===== src/rtl/rx_frame_ctrl.sv =====
// GMII receive framing controller: tracks preamble/SFD, counts frame bytes,
// classifies each frame and hands a status record downstream via valid/ready.
module rx_frame_ctrl #(
   parameter int MIN_FRAME_LEN = 64,
   parameter int MAX_FRAME_LEN = 1518,
   parameter int LEN_W         = 11
) (
   input  logic             clk,
   input  logic             rst,
   input  logic             gmii_rx_valid_i,
   input  logic [7:0]       gmii_rx_data_i,
   input  logic             fcs_error_i,
   output logic             status_valid_o,
   input  logic             status_ready_i,
   output logic             status_good_o,
   output logic             status_fcs_err_o,
   output logic             status_runt_o,
   output logic             status_giant_o,
   output logic [LEN_W-1:0] status_len_o,
   output logic [31:0]      frames_good_cnt_o,
   output logic [31:0]      frames_bad_cnt_o,
   output logic [15:0]      status_drop_cnt_o,
   output logic [15:0]      preamble_err_cnt_o
);

   typedef enum logic [1:0] {S_IDLE, S_PREAMBLE, S_FRAME, S_DROP} state_e;

   localparam logic [7:0]       PRE_BYTE = 8'h55;
   localparam logic [7:0]       SFD_BYTE = 8'hD5;
   localparam logic [LEN_W-1:0] MIN_LEN  = LEN_W'(MIN_FRAME_LEN);
   localparam logic [LEN_W-1:0] MAX_LEN  = LEN_W'(MAX_FRAME_LEN);
   localparam logic [LEN_W-1:0] LEN_SAT  = '1;

   function automatic logic [15:0] sat_inc16(input logic [15:0] v);
      return (v == 16'hFFFF) ? v : v + 16'd1;
   endfunction

   state_e           state_q, state_d;
   logic [LEN_W-1:0] len_q, len_d;
   logic             st_valid_q, st_valid_d;
   logic             st_good_q, st_good_d;
   logic             st_fcs_q, st_fcs_d;
   logic             st_runt_q, st_runt_d;
   logic             st_giant_q, st_giant_d;
   logic [LEN_W-1:0] st_len_q, st_len_d;
   logic [31:0]      good_cnt_q, good_cnt_d;
   logic [31:0]      bad_cnt_q, bad_cnt_d;
   logic [15:0]      drop_cnt_q, drop_cnt_d;
   logic [15:0]      pre_err_cnt_q, pre_err_cnt_d;

   logic capture;
   logic cap_runt, cap_giant, cap_good;

   assign cap_runt  = (len_q < MIN_LEN);
   assign cap_giant = (len_q > MAX_LEN);
   assign cap_good  = !(fcs_error_i || cap_runt || cap_giant);

   always_comb begin
      state_d       = state_q;
      len_d         = len_q;
      pre_err_cnt_d = pre_err_cnt_q;
      capture       = 1'b0;

      unique case (state_q)
         S_IDLE: begin
            if (gmii_rx_valid_i) begin
               if (gmii_rx_data_i == PRE_BYTE) begin
                  state_d = S_PREAMBLE;
               end else begin
                  state_d       = S_DROP;
                  pre_err_cnt_d = sat_inc16(pre_err_cnt_q);
               end
            end
         end
         S_PREAMBLE: begin
            if (!gmii_rx_valid_i) begin
               state_d       = S_IDLE;
               pre_err_cnt_d = sat_inc16(pre_err_cnt_q);
            end else if (gmii_rx_data_i == SFD_BYTE) begin
               state_d = S_FRAME;
               len_d   = '0;
            end else if (gmii_rx_data_i != PRE_BYTE) begin
               state_d       = S_DROP;
               pre_err_cnt_d = sat_inc16(pre_err_cnt_q);
            end
         end
         S_FRAME: begin
            if (gmii_rx_valid_i) begin
               len_d = (len_q == LEN_SAT) ? len_q : len_q + 1'b1;
            end else begin
               state_d = S_IDLE;
               capture = 1'b1;
            end
         end
         S_DROP: begin
            if (!gmii_rx_valid_i) state_d = S_IDLE;
         end
         default: state_d = S_IDLE;
      endcase
   end

   // A capture arriving while the held status is stalled is discarded, not queued.
   always_comb begin
      st_valid_d = st_valid_q;
      st_good_d  = st_good_q;
      st_fcs_d   = st_fcs_q;
      st_runt_d  = st_runt_q;
      st_giant_d = st_giant_q;
      st_len_d   = st_len_q;
      good_cnt_d = good_cnt_q;
      bad_cnt_d  = bad_cnt_q;
      drop_cnt_d = drop_cnt_q;

      if (st_valid_q && status_ready_i) st_valid_d = 1'b0;

      if (capture) begin
         if (cap_good) good_cnt_d = good_cnt_q + 32'd1;
         else          bad_cnt_d  = bad_cnt_q + 32'd1;

         if (!st_valid_q || status_ready_i) begin
            st_valid_d = 1'b1;
            st_good_d  = cap_good;
            st_fcs_d   = fcs_error_i;
            st_runt_d  = cap_runt;
            st_giant_d = cap_giant;
            st_len_d   = len_q;
         end else begin
            drop_cnt_d = sat_inc16(drop_cnt_q);
         end
      end
   end

   // NOTE: state registers use non-blocking assignment only; all next-state math is in always_comb.
   always_ff @(posedge clk) begin
      if (rst) begin
         state_q       <= S_IDLE;
         len_q         <= '0;
         st_valid_q    <= 1'b0;
         st_good_q     <= 1'b0;
         st_fcs_q      <= 1'b0;
         st_runt_q     <= 1'b0;
         st_giant_q    <= 1'b0;
         st_len_q      <= '0;
         good_cnt_q    <= '0;
         bad_cnt_q     <= '0;
         drop_cnt_q    <= '0;
         pre_err_cnt_q <= '0;
      end else begin
         state_q       <= state_d;
         len_q         <= len_d;
         st_valid_q    <= st_valid_d;
         st_good_q     <= st_good_d;
         st_fcs_q      <= st_fcs_d;
         st_runt_q     <= st_runt_d;
         st_giant_q    <= st_giant_d;
         st_len_q      <= st_len_d;
         good_cnt_q    <= good_cnt_d;
         bad_cnt_q     <= bad_cnt_d;
         drop_cnt_q    <= drop_cnt_d;
         pre_err_cnt_q <= pre_err_cnt_d;
      end
   end

   assign status_valid_o     = st_valid_q;
   assign status_good_o      = st_good_q;
   assign status_fcs_err_o   = st_fcs_q;
   assign status_runt_o      = st_runt_q;
   assign status_giant_o     = st_giant_q;
   assign status_len_o       = st_len_q;
   assign frames_good_cnt_o  = good_cnt_q;
   assign frames_bad_cnt_o   = bad_cnt_q;
   assign status_drop_cnt_o  = drop_cnt_q;
   assign preamble_err_cnt_o = pre_err_cnt_q;

endmodule

===== config.mk =====
export PLATFORM = sky130hd
export DESIGN_NAME = rx_frame_ctrl
export DESIGN_NICKNAME = d
export VERILOG_FILES = /design/src/rtl/rx_frame_ctrl.sv
export SDC_FILE = /design/constraint.sdc
export NUM_CORES = 1
export LEC_CHECK = 0
export BUFFER_PORTS_ARGS = -buffer_cell sky130_fd_sc_hd__buf_2
export CAP_MARGIN = 40
export CORE_UTILIZATION = 50
export CTS_BUF_LIST = sky130_fd_sc_hd__clkbuf_4 sky130_fd_sc_hd__clkbuf_8 sky130_fd_sc_hd__clkbuf_16
export DETAILED_ROUTE_END_ITERATION = 10
export GPL_ROUTABILITY_DRIVEN = 0
export PLACE_DENSITY = 0.81
export SETUP_SLACK_MARGIN = 0.4
export SYNTH_ARGS = -nofsm -noshare
export SYNTH_HDL_FRONTEND = slang
export SYNTH_SLANG_ARGS = --single-unit

===== constraint.sdc =====
create_clock -name clk -period 3.72 [get_ports clk]
set_clock_uncertainty 0.1 [all_clocks]
set_input_delay 0.744 -clock clk [delete_from_list [all_inputs] [get_ports clk]]
set_output_delay 0.744 -clock clk [all_outputs]
set_load 0.01 [all_outputs]

==> summary.txt, run 1 <==
Yosys
  • Multiplexer share of the synthesized area: 9.17%
  • Share of the yosys chip area belonging to registers: 38.0%
  • Main combinational cell family by area after synthesis: simple AND/OR/NAND/NOR gates
  • Avg Inst Size Synth: 8.30 um^2
  • Post-Syn Area: 6590 um^2
  • Synth Area in Adders: 0.949%
  • Main area contributors after synthesis: dfxtp_1, mux2_2, nor2_1
  • Primary FF master, synth: dfxtp_1
  • Post-synth top cells: dfxtp_1, nor2_1, nand2_1
  • Most frequent cell after synthesis: dfxtp_1
  • Yosys cell types: 65
  • Synth area leader: dfxtp_1
  • Synth Area in Simple Gates: 31.2%
  • Compound-Gate Fraction of Synth Area: 14.0%
  • Post-Syn Instances: 794
  • Synth Area in XOR/XNOR: 2.52%
  • Synthesized net count: 812
  • Post-synth EDFFs: 0
  • Synth warnings: 0
  • Number of synthesized register bits: 125
  • Synth top area share: 38.0%
  • Async set-or-reset flop fraction in the synthesized netlist: 0%

Worst setup path
  • Critical Path Slowest Stage Cell: a21o_1
  • Critical-path cell list: nor4_1 > a21o_1 > nand3_1 > a21boi_0 > mux2_2
  • Critical Path RT: 3.92 ns
  • Launching point of the worst reg2reg path: len_q[7]
  • CP Capture Type: flop
  • Worst-path maximum fanout: 25
  • WP data arrival: 3.25 ns
  • Slowest stage delay, CP: 0.81 ns
  • Worst setup SP type: flop
  • Reg2reg setup slack: 0.67 ns
  • Worst setup path class: reg2reg
  • R2r endpoint: frames_bad_cnt_o[20]
  • Register-to-Register Path Depth: 5

Die
  • I/O pins: 125
  • Die area: 13600 um^2
  • Core footprint: 12700 um^2
  • Std cell rows: 41
  • Initial Utilization: 51.8%
  • Die Width: 117 um
  • Die height: 117 um

Pwr
  • Leakage dissipation: 0.00310 uW
  • Max VDD drop: 0.220 mV
  • P per Cell Area: 434 nW/um^2
  • Pwr Total: 3480 uW

Clocking
  • CTS tree: yes
  • Clk Latency, worst-skew pair: 0.42 ns
  • H-tree Lvls: 4
  • TritonCTS Buffers: 17
  • Clock-pin slew on the worst setup and hold paths: 0.06 ns
  • Total clock sinks: 125
  • Setup Fix Bufs, Post-CTS: 0
  • Max Buffers Root-to-Sink: 2
  • CTS Hold Buffers Added: 0
  • Resize count post-CTS: 0
  • Root buffer cell: clkbuf_16

Place
  • Dpl hpwl: 11000 um
  • Port Buffer Count: 124
  • Dpl cells: 1053

Timing
  • Setup_tns: 0 ns
  • Final worst-path cycle share: 82.0%
  • Unrepaired setup endpoints after global routing: no
  • Worst hold-check slack: 0.354 ns
  • FMAX: 328 MHz
  • Worst Tran Pin Value: 0.938 ns
  • Slew Viols, Final: 0
  • Fin. Hold Viols: 0
  • Minimum clock period: 3.05 ns
  • Max-slew headroom: 37.5%
  • Setup violators final: 0

Outcome
  • Status: completed

Global routing
  • GRT Util Overall: 24.3%
  • Initial antenna violation count: 0
  • Grt ovf: 0
  • Vias in the first global route: 5477
  • Largest net degree at the start of global routing: 87
  • First-pass GRT wire length: 26200 um

Worst hold path
  • Hold EP: status_good_o
  • Hold Crit Depth: 2
  • Hold Path Class: reg2reg
  • Hold_sp: status_good_o

Cells and area
  • Filler instances: 1138
  • Fin cells: 1085
  • Finished Core Util: 63.1%
  • Nets: 918
  • Layout cell share with drive strength beyond 1: 24.4%
  • Ant. Diodes: 0
  • Area Overhead vs Synth: 21.7%

Detailed routing
  • ANT nets after route: 0
  • Final wirelength: 16300 um
  • DR vias: 6199
  • Drt pass-1 iters: 5
  • Drc violations: 0
  • Via-to-Cell Ratio: 5.71
  • WL/cell: 15.0 um
  • Initial DRC Count: 410

Run
  • Max Cap Viol: 0
[state kept, by name (all words and copies together) (netlist names)]
name and cells:
frames_bad_cnt_o 32, state_q 2, frames_good_cnt_o 32, status_valid_o 1
preamble_err_cnt_o 16, status_giant_o 1, status_runt_o 1, status_drop_cnt_o 16
status_good_o 1, status_len_o 11, status_fcs_err_o 1, len_q 11
[critical path: cells and delay by family, from the launching register on]
kind,cells,cell delay [ns]
flip-flops,1,0.39
AND/OR/NAND/NOR,2,0.94
AO/OA/AOI/OAI,2,1.13
multiplexers,1,0.36
[logic make-up after synthesis]
kind of cell / after synthesis
xor+xnor: 19
fa+ha+maj: 5
compound gates: 142
buf+inv: 62
simple gates: 387
mux: 54
flops: 125
[cells in the final DEF (no fill, tap or decap), types with 15 or more instances in the layout]
cell type,Yosys,routed
nor2b_1,51,51
nand2_1,73,73
a21oi_1,60,60
nor2_1,97,97
dfxtp_1,125,125
nand3_1,34,34
nand4_1,37,37
clkbuf_16,0,17
mux2_2,44,44
inv_1,18,18
a211oi_1,15,15
buf_2,10,123
nor3_1,25,25
[where the power goes]
part | switching, uW | internal (uW)
Combinational | 66.9 | 34.5
Clock | 603 | 1420
Sequential | 10.9 | 1350
Total | 680 | 2800
[metal layers]
metal / global-route usage (%) / vias up / share of wire, %
met2: 39.3 / 187 / 46
met1: 30.2 / 2897 / 44
met5: 0 / - / 0
li1: - / 3087 / -
met3: 8.29 / 28 / 7.6
met4: 8.35 / 0 / 2.0
[metrics by stage]
step / setup WS, ns / area [um^2]
floorplan: 1.01 / 6590
global placement: 0.831 / 7260
detailed placement: 0.748 / 7310
CTS: 0.708 / 8030
global route: 0.436 / 8030
finish: 0.669 / 8030
[worst max-delay path by stage]
| stage | cells after the start | from | to |
|---|---|---|---|
| after CTS | 5 | len_q[7] | frames_bad_cnt_o[20] |
| after global placement | 6 | gmii_rx_valid_i | frames_good_cnt_o[26] |
| final | 5 | len_q[7] | frames_bad_cnt_o[20] |
| after global routing | 5 | len_q[7] | frames_bad_cnt_o[22] |
| after detailed placement | 5 | len_q[7] | frames_bad_cnt_o[28] |
| after floorplan | 7 | gmii_rx_valid_i | frames_good_cnt_o[27] |
[layout make-up]
class	instances	area, um^2	share of cell area, %
Timing Repair Buffer	131	703	8.76
Sequential cell	125	2500	31.2
Tap cell	172	215	2.68
Clock inverter	12	264	3.29
Multi-Input combinational cell	607	3820	47.6
Inverter	18	67.6	0.842
Clock buffer	20	454	5.66
Power figures use the tool's default switching activity.
==> run 2, diff against run 1 <==
Settings changed: PLACE_DENSITY 0.81 to 0.84.
Clock period 3.72 ns to 2.8 ns, I/O delays scaled along.
==> summary.txt, run 2 (synthesis gave the netlist of run 1 again) <==
Timing
  • Final worst-path cycle share: 82.5%
  • Max-slew headroom: 44.7%
  • FMAX: 433 MHz
  • Setup violators final: 0
  • Worst hold-check slack: 0.295 ns
  • Unrepaired setup endpoints after global routing: yes
  • Minimum clock period: 2.31 ns
  • Setup_tns: 0 ns
  • Fin. Hold Viols: 0
  • Worst Tran Pin Value: 0.823 ns
  • Slew Viols, Final: 0

Detailed routing
  • Routed length on met1: 7130 um
  • Via-to-Cell Ratio: 5.72
  • Met3 routed WL: 1140 um
  • Top Metal Used: met4
  • Initial DRC Count: 347
  • DR vias: 6241
  • ANT nets after route: 0
  • Met2 WL post-DR: 7630 um
  • Final wirelength: 16100 um
  • WL/cell: 14.7 um
  • Drt pass-1 iters: 5
  • Drc violations: 0

Die
  • Die height: 117 um
  • Die Width: 117 um
  • Die area: 13600 um^2
  • Core footprint: 12700 um^2
  • Initial Utilization: 51.8%
  • I/O pins: 125
  • Std cell rows: 41

Global routing
  • GRT Util Overall: 24.2%
  • First-pass GRT wire length: 26100 um
  • Grt ovf: 0
  • Initial antenna violation count: 0
  • Vias in the first global route: 5579
  • Largest net degree at the start of global routing: 173

Worst setup path
  • Critical Path RT: 3.04 ns
  • Critical Path Slowest Stage Cell: or4_1
  • WP data arrival: 2.55 ns
  • CP Capture Type: flop
  • Worst-path maximum fanout: 36
  • Family with the most delay on the worst path: simple AND/OR/NAND/NOR gates
  • R2r endpoint: frames_good_cnt_o[2]
  • Crit path launch: len_q[1]
  • Slowest stage delay, CP: 0.54 ns
  • Register-to-Register Path Depth: 6
  • Worst setup SP type: flop
  • Critical path buffers and inverters: 1
  • Reg2reg setup slack: 0.49 ns
  • Launching point of the worst reg2reg path: len_q[1]
  • Worst setup path class: reg2reg
  • Critical-path cell list: nand2b_4 > or3_1 > o211a_1 > buf_6 > or4_1 > a21oi_1

Cells and area
  • Area Overhead vs Synth: 22.3%
  • Nets: 927
  • Ant. Diodes: 0
  • Layout cell share with drive strength beyond 1: 26.7%
  • Leading cell type in the layout, fill and taps excluded: buf_2
  • Most frequent cells in the layout: buf_2, dfxtp_1, nor2_1

Clocking
  • Max Buffers Root-to-Sink: 2
  • Total clock sinks: 125
  • CTS tree: yes
  • Clk Latency, worst-skew pair: 0.42 ns
  • TritonCTS Buffers: 17
  • H-tree Lvls: 4
  • Clock-pin slew on the worst setup and hold paths: 0.06 ns
  • Root buffer cell: clkbuf_16

Pwr
  • P per Cell Area: 517 nW/um^2
  • Pwr Total: 4170 uW
  • Leakage dissipation: 0.00313 uW
  • Max VDD drop: 0.311 mV

Place
  • Port Buffer Count: 124
  • Dpl hpwl: 11000 um

Outcome
  • Status: completed

Worst hold path
  • Hold Path Class: in2reg
  • Hold EP: state_q[1]
  • Hold_sp: gmii_rx_data_i[7]
  • Hold Crit Depth: 3

Run
  • Max Cap Viol: 0
==> run 2: changes by cell type in the layout (fill, tap and decap cells not counted), moves of 3 or more <==
cell       previous run  this run
buf_4                 6        15
bufinv_16             8         3
dfxtp_1             125       120
dfxtp_2               0         5
nor4_1                8         4
nor4_2                1         4
==> run 2: worst max path at each step <==
stage	endpoint	slack, ns	depth (start not counted)
CTS	frames_good_cnt_o[26]	0.41	6
floorplan	frames_good_cnt_o[27]	0.36	7
detailed placement	len_q[2]	0.27	6
global route	frames_bad_cnt_o[20]	0.37	6
global placement	frames_good_cnt_o[26]	0.30	6
finish	frames_good_cnt_o[2]	0.49	6
==> run 2: where the power goes <==
| part | switching [uW] | total, uW | internal (uW) |
|---|---|---|---|
| clock network | 761 | 2230 | 1470 |
| logic | 88.6 | 134 | 45.4 |
| registers | 14.4 | 1800 | 1790 |
| total | 864 | 4170 | 3300 |
==> run 2: final cells by class <==
cell class | count | area [um^2]
Clock buffer | 22 | 482
Sequential cell | 125 | 2510
Multi-Input combinational cell | 607 | 3910
Fill cell | 1143 | 4660
Clock inverter | 8 | 115
Timing Repair Buffer | 140 | 759
Inverter | 18 | 67.6
Tap cell | 172 | 215
==> run 2: stage by stage <==
stage | cell area (um^2) | setup slack, ns | util, % | cells
after global routing | 8060 | 0.374 | 63.4 | 1092
after global placement | 7380 | 0.299 | 58.0 | 1061
after CTS | 7990 | 0.410 | 62.8 | 1091
final | 8060 | 0.489 | 63.4 | 1092
after floorplan | 6630 | 0.356 | - | 794
after detailed placement | 7380 | 0.272 | 58.0 | 1061
==> run 2: worst register-to-register path, delay by kind of cell, from the launching register on <==
kind / cells / cell delay [ns]
buffers and inverters: 1 / 0.20
AOI/OAI and AO/OA: 2 / 0.43
and+or+nand+nor: 3 / 1.06
DFF: 1 / 0.45
==> run 2: metal layers <==
layer / up-vias / track usage [%]
met5: - / 0
met4: 0 / 9.70
met3: 17 / 7.00
met2: 176 / 38.9
met1: 2948 / 30.5
li1: 3100 / -
==> run 2: what timing repair did <==
action / CTS / global route
gates cloned: 0 / 0
setup buffers: 0 / 1
endpoints found under the setup margin: 4 / 65
pin swaps: 0 / 3
gates resized for setup: 2 / 16
hold buffers: 0 / 0
